## src/rtl/uart_pkg.sv

```systemverilog
// -----------------------------------------------------------------------------
// uart_pkg
// Definitions shared by the configurable UART blocks (uart_tx_cfg and the
// future uart_rx_cfg):
//   - parity mode encodings carried on the 2-bit parity_mode field
//   - the frame FSM state enum
//   - a helper that tells whether a parity mode inserts a parity bit
// -----------------------------------------------------------------------------
package uart_pkg;

  // Parity field encodings. Code 3 is reserved and behaves like PAR_NONE.
  localparam logic [1:0] PAR_NONE = 2'd0;
  localparam logic [1:0] PAR_EVEN = 2'd1;
  localparam logic [1:0] PAR_ODD  = 2'd2;

  // Frame sequencing states, in transmission order.
  typedef enum logic [2:0] {
    ST_IDLE,
    ST_START,
    ST_DATA,
    ST_PARITY,
    ST_STOP
  } uart_state_e;

  // True when the mode adds a parity bit after the data bits.
  function automatic logic parity_enabled(input logic [1:0] mode);
    return (mode == PAR_EVEN) || (mode == PAR_ODD);
  endfunction

endpackage

```

## src/rtl/uart_sync_fifo.sv

```systemverilog
// -----------------------------------------------------------------------------
// uart_sync_fifo
// Single-clock FIFO with a registered occupancy count and show-ahead head.
//
// Parameters:
//   WIDTH  - entry width in bits
//   DEPTH  - number of entries, a power of two >= 2
//
// Ports:
//   clk      in   system clock
//   rst      in   synchronous active-high reset (empties the FIFO)
//   i_push   in   write i_data this cycle
//   i_data   in   entry to write
//   i_pop    in   discard the head entry this cycle
//   o_head   out  current head entry (valid when o_empty is low)
//   o_full   out  FIFO holds DEPTH entries
//   o_empty  out  FIFO holds no entries
//   o_count  out  current occupancy, 0..DEPTH
//
// A push while full is accepted when a pop happens in the same cycle. A pop
// while empty is ignored, so a push into an empty FIFO always lands.
// -----------------------------------------------------------------------------
module uart_sync_fifo #(
  parameter int WIDTH = 8,
  parameter int DEPTH = 16
) (
  input  logic                     clk,
  input  logic                     rst,
  input  logic                     i_push,
  input  logic [WIDTH-1:0]         i_data,
  input  logic                     i_pop,
  output logic [WIDTH-1:0]         o_head,
  output logic                     o_full,
  output logic                     o_empty,
  output logic [$clog2(DEPTH):0]   o_count
);

  localparam int AW = $clog2(DEPTH);
  localparam logic [AW:0] FULL_CNT = (AW+1)'(DEPTH);

  logic [WIDTH-1:0] r_mem [DEPTH];
  logic [AW-1:0]    r_wr_ptr;
  logic [AW-1:0]    r_rd_ptr;
  logic [AW:0]      r_count;

  logic w_pop_ok;
  logic w_push_ok;

  assign w_pop_ok  = i_pop && (r_count != '0);
  assign w_push_ok = i_push && ((r_count != FULL_CNT) || w_pop_ok);

  // Pointers are exactly AW bits wide, so incrementing past DEPTH-1 wraps to 0.
  // NOTE: sequential state uses non-blocking assignments so every register
  // samples pre-edge values regardless of statement order.
  always_ff @(posedge clk) begin
    if (rst) begin
      r_wr_ptr <= '0;
      r_rd_ptr <= '0;
      r_count  <= '0;
    end else begin
      if (w_push_ok) r_wr_ptr <= r_wr_ptr + 1'b1;
      if (w_pop_ok)  r_rd_ptr <= r_rd_ptr + 1'b1;
      case ({w_push_ok, w_pop_ok})
        2'b10:   r_count <= r_count + 1'b1;
        2'b01:   r_count <= r_count - 1'b1;
        default: r_count <= r_count;
      endcase
    end
  end

  // NOTE: the storage array is deliberately not reset; the count and pointers
  // define which entries are valid, so clearing the data would only cost logic.
  always_ff @(posedge clk) begin
    if (w_push_ok) r_mem[r_wr_ptr] <= i_data;
  end

  assign o_head  = r_mem[r_rd_ptr];
  assign o_full  = (r_count == FULL_CNT);
  assign o_empty = (r_count == '0);
  assign o_count = r_count;

endmodule

```

## src/rtl/uart_tx_cfg.sv

```systemverilog
// -----------------------------------------------------------------------------
// uart_tx_cfg
// Buffered UART transmitter with a write FIFO, parametrised character width
// and run-time parity / stop-bit selection. Characters are sent LSB first.
//
// Parameters:
//   CLK_FREQ    - clock frequency in Hz
//   BAUD        - line rate; BIT_CLKS = CLK_FREQ / BAUD must be >= 2
//   DATA_BITS   - character width, 5..9
//   FIFO_DEPTH  - FIFO entries, a power of two >= 2
//
// Ports:
//   clk          in   system clock
//   rst          in   synchronous active-high reset
//   write_en     in   enqueue data this cycle
//   data         in   character to send
//   parity_mode  in   0 none, 1 even, 2 odd, 3 none
//   stop2        in   0 one stop bit, 1 two stop bits
//   tx           out  serial line, idles high
//   uart_busy    out  FIFO non-empty or a frame in progress
//   fifo_full    out  FIFO holds FIFO_DEPTH entries
//   fifo_count   out  FIFO occupancy
//   overflow     out  one-cycle pulse when a write is dropped
//   tx_done      out  high during the last clock of each frame's last stop bit
// -----------------------------------------------------------------------------
module uart_tx_cfg
  import uart_pkg::*;
#(
  parameter int CLK_FREQ   = 50_000_000,
  parameter int BAUD       = 9600,
  parameter int DATA_BITS  = 8,
  parameter int FIFO_DEPTH = 16
) (
  input  logic                          clk,
  input  logic                          rst,
  input  logic                          write_en,
  input  logic [DATA_BITS-1:0]          data,
  input  logic [1:0]                    parity_mode,
  input  logic                          stop2,
  output logic                          tx,
  output logic                          uart_busy,
  output logic                          fifo_full,
  output logic [$clog2(FIFO_DEPTH):0]   fifo_count,
  output logic                          overflow,
  output logic                          tx_done
);

  localparam int BIT_CLKS = CLK_FREQ / BAUD;
  localparam int BW       = (BIT_CLKS > 1) ? $clog2(BIT_CLKS) : 1;
  localparam int CW       = $clog2(DATA_BITS);

  localparam logic [BW-1:0] BAUD_LAST = BW'(BIT_CLKS - 1);
  localparam logic [BW-1:0] BAUD_PRE  = BW'(BIT_CLKS - 2);
  localparam logic [CW-1:0] BIT_LAST  = CW'(DATA_BITS - 1);

  // ---------------------------------------------------------------------------
  // Write FIFO
  // ---------------------------------------------------------------------------
  logic [DATA_BITS-1:0] w_head;
  logic                 w_fifo_full;
  logic                 w_fifo_empty;
  logic                 w_pop;
  logic                 w_push_ok;

  uart_sync_fifo #(
    .WIDTH (DATA_BITS),
    .DEPTH (FIFO_DEPTH)
  ) u_fifo (
    .clk     (clk),
    .rst     (rst),
    .i_push  (write_en),
    .i_data  (data),
    .i_pop   (w_pop),
    .o_head  (w_head),
    .o_full  (w_fifo_full),
    .o_empty (w_fifo_empty),
    .o_count (fifo_count)
  );

  // ---------------------------------------------------------------------------
  // Frame registers
  // ---------------------------------------------------------------------------
  uart_state_e          r_state;
  logic [BW-1:0]        r_baud;
  logic [CW-1:0]        r_bit_cnt;
  logic [DATA_BITS-1:0] r_shift;
  logic                 r_par_en;
  logic                 r_par_bit;
  logic                 r_stop2;
  logic                 r_stop_idx;
  logic                 r_tx;
  logic                 r_tx_done;
  logic                 r_busy;
  logic                 r_overflow;

  logic w_bit_end;
  logic w_last_stop;
  logic w_frame_end;

  assign w_bit_end   = (r_baud == BAUD_LAST);
  // In the final stop bit: the only one with stop2 clear, the second with it set.
  assign w_last_stop = (r_state == ST_STOP) && (!r_stop2 || r_stop_idx);
  assign w_frame_end = w_last_stop && w_bit_end;

  // The head is taken whenever the line is free: from IDLE, or on the last
  // stop-bit clock so the next start bit follows with no idle gap.
  assign w_pop     = !w_fifo_empty && ((r_state == ST_IDLE) || w_frame_end);
  assign w_push_ok = write_en && (!w_fifo_full || w_pop);

  // ---------------------------------------------------------------------------
  // Frame FSM with registered tx, tx_done and uart_busy
  // ---------------------------------------------------------------------------
  always_ff @(posedge clk) begin
    if (rst) begin
      r_state    <= ST_IDLE;
      r_baud     <= '0;
      r_bit_cnt  <= '0;
      r_shift    <= '0;
      r_par_en   <= 1'b0;
      r_par_bit  <= 1'b0;
      r_stop2    <= 1'b0;
      r_stop_idx <= 1'b0;
      r_tx       <= 1'b1;
      r_tx_done  <= 1'b0;
      r_busy     <= 1'b0;
    end else begin
      // Raised one clock early so the registered pulse lines up with the
      // final clock of the last stop bit.
      r_tx_done <= w_last_stop && (r_baud == BAUD_PRE);

      // The baud counter free-runs through a frame and wraps every bit period.
      r_baud <= w_bit_end ? '0 : r_baud + 1'b1;

      // Busy stays set unless the FSM settles in IDLE. Reaching IDLE implies the
      // FIFO is empty, so only a write accepted this cycle keeps busy high.
      r_busy <= 1'b1;

      if (w_pop) begin
        // Frame load: character and configuration are frozen for the frame.
        r_shift    <= w_head;
        r_par_en   <= parity_enabled(parity_mode);
        r_par_bit  <= (^w_head) ^ (parity_mode == PAR_ODD);
        r_stop2    <= stop2;
        r_stop_idx <= 1'b0;
        r_baud     <= '0;
        r_tx       <= 1'b0;
        r_state    <= ST_START;
      end else begin
        case (r_state)
          ST_IDLE: begin
            r_tx   <= 1'b1;
            r_baud <= '0;
            r_busy <= w_push_ok;
          end

          ST_START: begin
            if (w_bit_end) begin
              r_state   <= ST_DATA;
              r_tx      <= r_shift[0];
              r_bit_cnt <= '0;
            end
          end

          ST_DATA: begin
            if (w_bit_end) begin
              if (r_bit_cnt == BIT_LAST) begin
                if (r_par_en) begin
                  r_state <= ST_PARITY;
                  r_tx    <= r_par_bit;
                end else begin
                  r_state <= ST_STOP;
                  r_tx    <= 1'b1;
                end
              end else begin
                r_bit_cnt <= r_bit_cnt + 1'b1;
                r_shift   <= r_shift >> 1;
                r_tx      <= r_shift[1];
              end
            end
          end

          ST_PARITY: begin
            if (w_bit_end) begin
              r_state <= ST_STOP;
              r_tx    <= 1'b1;
            end
          end

          ST_STOP: begin
            if (w_bit_end) begin
              if (w_last_stop) begin
                r_state <= ST_IDLE;
                r_busy  <= w_push_ok;
              end else begin
                r_stop_idx <= 1'b1;
              end
            end
          end

          default: begin
            r_state <= ST_IDLE;
            r_tx    <= 1'b1;
          end
        endcase
      end
    end
  end

  // A write is dropped only when the FIFO is full and no pop frees a slot.
  always_ff @(posedge clk) begin
    if (rst) r_overflow <= 1'b0;
    else     r_overflow <= write_en && w_fifo_full && !w_pop;
  end

  assign tx        = r_tx;
  assign tx_done   = r_tx_done;
  assign uart_busy = r_busy;
  assign fifo_full = w_fifo_full;
  assign overflow  = r_overflow;

endmodule

```

## config.mk

```make
export PLATFORM = sky130hd
export DESIGN_NAME = uart_tx_cfg
export DESIGN_NICKNAME = d
export VERILOG_FILES = /design/src/rtl/uart_pkg.sv /design/src/rtl/uart_sync_fifo.sv /design/src/rtl/uart_tx_cfg.sv
export SDC_FILE = /design/constraint.sdc
export NUM_CORES = 1
export LEC_CHECK = 0
export ABC_AREA = 1
export CAP_MARGIN = 20
export CORE_MARGIN = 10
export CORE_UTILIZATION = 45
export DETAILED_ROUTE_END_ITERATION = 10
export SETUP_SLACK_MARGIN = 0.2
export SYNTH_ARGS = -nofsm -noshare
export SYNTH_HDL_FRONTEND = slang
export SYNTH_SLANG_ARGS = --single-unit
```

## constraint.sdc

```tcl
create_clock -name clk -period 8.1 [get_ports clk]
set_input_delay 1.215 -clock clk [delete_from_list [all_inputs] [get_ports clk]]
set_output_delay 1.215 -clock clk [all_outputs]
set_load 0.02 [all_outputs]
```

==> impl_metrics.ini <==
[run]
drv_cap = 0

[sta]
tns_ns = 0
hold_ws_ns = 0.464
setup_viol = 0
fin_crit_sh_pct = 42.3
clock.fmax_ghz = 0.292
hold_viol_final = 0
finClkSkew_ns = 0.0102
rsz0062_at_grt = no
worst_slew_pin_slew_ns = 0.926
drv_slew = 0
relSlewSlack_pct = 38.0
layout_min_cycle_time_ns = 3.43

[logic_synthesis]
synth-async-reset-ratio_pct = 0
synth_common_cells = 268 x nand2_1, 128 x edfxtp_1, 116 x inv_1, 92 x nand3_1, 60 x nor2_1
yosysSeqAreaShare_pct = 59.8
synth_area_leaders = edfxtp_1 47%, dfxtp_1 13%, nand2_1 12%
ys_seq_elements = 180
synth.distinct_cells = 40
synth-edff-count = 128
yosys_warnings = 0
ys.flop_type = edfxtp_1
synth.cell_area_um2 = 8170
syn_avg_cell_area_um2 = 9.27
yosys.area.top_type = edfxtp_1
syn_inst = 881
synth_top_area_share_pct = 47.1
syn_nets = 910
synth_most_common_cell = nand2_1

[global_routing]
grt_antenna_before_repair = 0
use_met3_pct = 3.16
grt_start_max_net_pins = 66
grt-ovfl-total = 0
track_usage_pct = 15.2
top_usage_layer = met2
use_met2_pct = 23.3
grtUsageMet1_pct = 20.9
grt_pass1_wl_mm = 29.2
first_global_vias = 5447

[run_status]
status = complete, no violations

[critical_path]
worstSetupPathType = flop to flop
crit_fanout = 22
cp_cell_sequence = ha_1 > nand3_1 > nor3_2 > nand2_1 > nand2_1 > o21ai_4 > inv_1 > ha_1 > ha_1 > a21o_1 > a21oi_1 > o21ai_0 > a21o_1 > o21ai_0 > a21oi_1
r2r_slack_ns = 4.67
worstSetupEndpoint = u_fifo.o_count[4]
rr_worst_depth = 15
startpoint = r_baud[0]
critical_path_required_ns = 8.42
regToRegStartpoint = r_baud[0]
slowest_stage = inv_1
cpPeakStageDelay_ns = 0.50
worst_r2r_endpoint = u_fifo.o_count[4]
worstPathArrival_ns = 3.75
setup.worst_path.start_class = flop
endpoint_kind = flop
cp_common_cell = ha_1

[finish]
diodes = 0
layout-drive-gt1-share_pct = 7.03
areaGrowthSynthToFinish_pct = 11.2
nFillCells = 1688
multi_input_area_um2 = 2590
seqCellArea_um2 = 4890
final_nets = 926

[power_and_ir_drop]
leakagePower_nw = 3.81
irDropWorstVdd_mv = 0.171
power_density_nw_per_um2 = 314

[floorplan]
start_util_pct = 45.6
rows = 49
core_area_um2 = 17900
die_h_um = 155
die_area_um2 = 23900
ios = 24
die_x_um = 155

[clocking]
clockBufferDepth = 2
cts_tree = built
cts.sinks = 180
cts_hold_buf = 0
ctsRootBufferMaster = clkbuf_16
cts_resized = 0
htreeDepth = 4
worst_skew_pair.late_latency_ns = 0.43
numCtsBuffers = 17
clkSlewWorstSetupHoldPaths_ns = 0.06
post_cts_buffers = 0

[routing]
postRouteAntennaNets = 0
drtIter0Drc = 443
via_per_inst = 5.00
wl_per_cell_um = 15.5
num_vias = 5697
wl_mm = 17.7
firstDrtPassIters = 5
drc_errors = 0

[min_path]
min_delay_path_depth = 1
hold_class = flop to flop

[placement]
gp_congestion = 0.826
dp_hpwl_mm = 11.1
io_buffers = 23
[area by class of cell]
type                       count  share of cell area [%]
clock buffer                  18                    4.73
clock inverter                14                    1.93
inverter                     123                    5.08
multi-input combinational    549                    28.5
sequential                   180                    53.8
tap                          229                    3.15
timing repair buffer          26                    2.78
[registers in the layout, summed over array words and instances, names as in the netlist, named ones only]
name and count:
overflow 1, r_baud 13, r_bit_cnt 3, r_par_bit 1
r_par_en 1, r_shift 8, r_state 3, r_stop2 1
r_stop_idx 1, tx 1, tx_done 1, u_fifo.o_count 5
u_fifo.r_mem 128, u_fifo.r_rd_ptr 4, u_fifo.r_wr_ptr 4, uart_busy 1
[critical path: cells and delay by family, from the launching register on]
family	cells	cell delay, ns
AO/OA/AOI/OAI	7	0.90
adder cells (fa/ha/maj)	3	0.90
buffers and inverters	1	0.50
flip-flops	1	0.37
AND/OR/NAND/NOR	4	0.64
[layout by cell type (no fill, tap or decap), types with 3 or more instances in the layout]
cell type	synthesis	routed
a22oi_1	5	5
nor2_1	60	60
nand2_1	268	268
nor3_1	7	7
inv_1	116	116
a21oi_1	28	28
o21ai_1	4	4
xor2_1	3	3
edfxtp_1	128	128
a21o_1	3	3
inv_6	0	4
o21ai_0	23	23
nand2_2	12	12
ha_1	14	14
bufinv_16	0	3
nand3_1	92	92
buf_4	4	3
dfxtp_1	52	51
clkinvlp_4	0	3
clkdlybuf4s50_1	0	23
nor3b_1	5	5
clkbuf_16	0	17
nor2_2	3	3
inv_2	7	7
[report_power, final]
group          internal [mW]  switching (mW)  leakage [nW]
Combinational          0.290           0.615          1.94
Clock                  0.489           0.357         0.288
Sequential              1.05          0.0484          1.58
[layer usage]
metal,share of wire [%],up-vias
li1,-,2893
met1,48,2654
met2,45,128
met3,4.9,22
met4,2.1,0
met5,0,-
[through the flow]
| stage | std cells | utilization (%) | cell area (um2) | worst slack [ns] | total power, mW |
|---|---|---|---|---|---|
| global placement | 1107 | 47.4 | 8480 | 4.53 | 2.02 |
| detailed placement | 1107 | 47.4 | 8480 | 4.52 | 2.03 |
| finish | 1139 | 50.7 | 9080 | 4.67 | 2.85 |
| CTS | 1139 | 50.7 | 9080 | 4.64 | 2.88 |
| global route | 1139 | 50.7 | 9080 | 4.33 | 3.07 |
| floorplan | 881 | - | 8170 | 5.32 | 1.84 |
[cells by family after synthesis]
group | Yosys count | synth area share [%]
xor gates and xnor gates | 4 | 0.429
buffers and inverters | 152 | 8.47
and+or+nand+nor | 458 | 23.8
AOI/OAI and AO/OA | 72 | 5.12
DFF | 180 | 59.8
adders and majority gates | 15 | 2.39
[worst min-delay path by stage]
stage	end	from
global route	r_baud[0]	r_baud[0]
floorplan	r_baud[0]	r_baud[0]
finish	r_baud[0]	r_baud[0]
detailed placement	r_baud[0]	r_baud[0]
CTS	r_baud[0]	r_baud[0]
global placement	r_baud[0]	r_baud[0]
No activity file was read; power rests on OpenSTA's default activity.
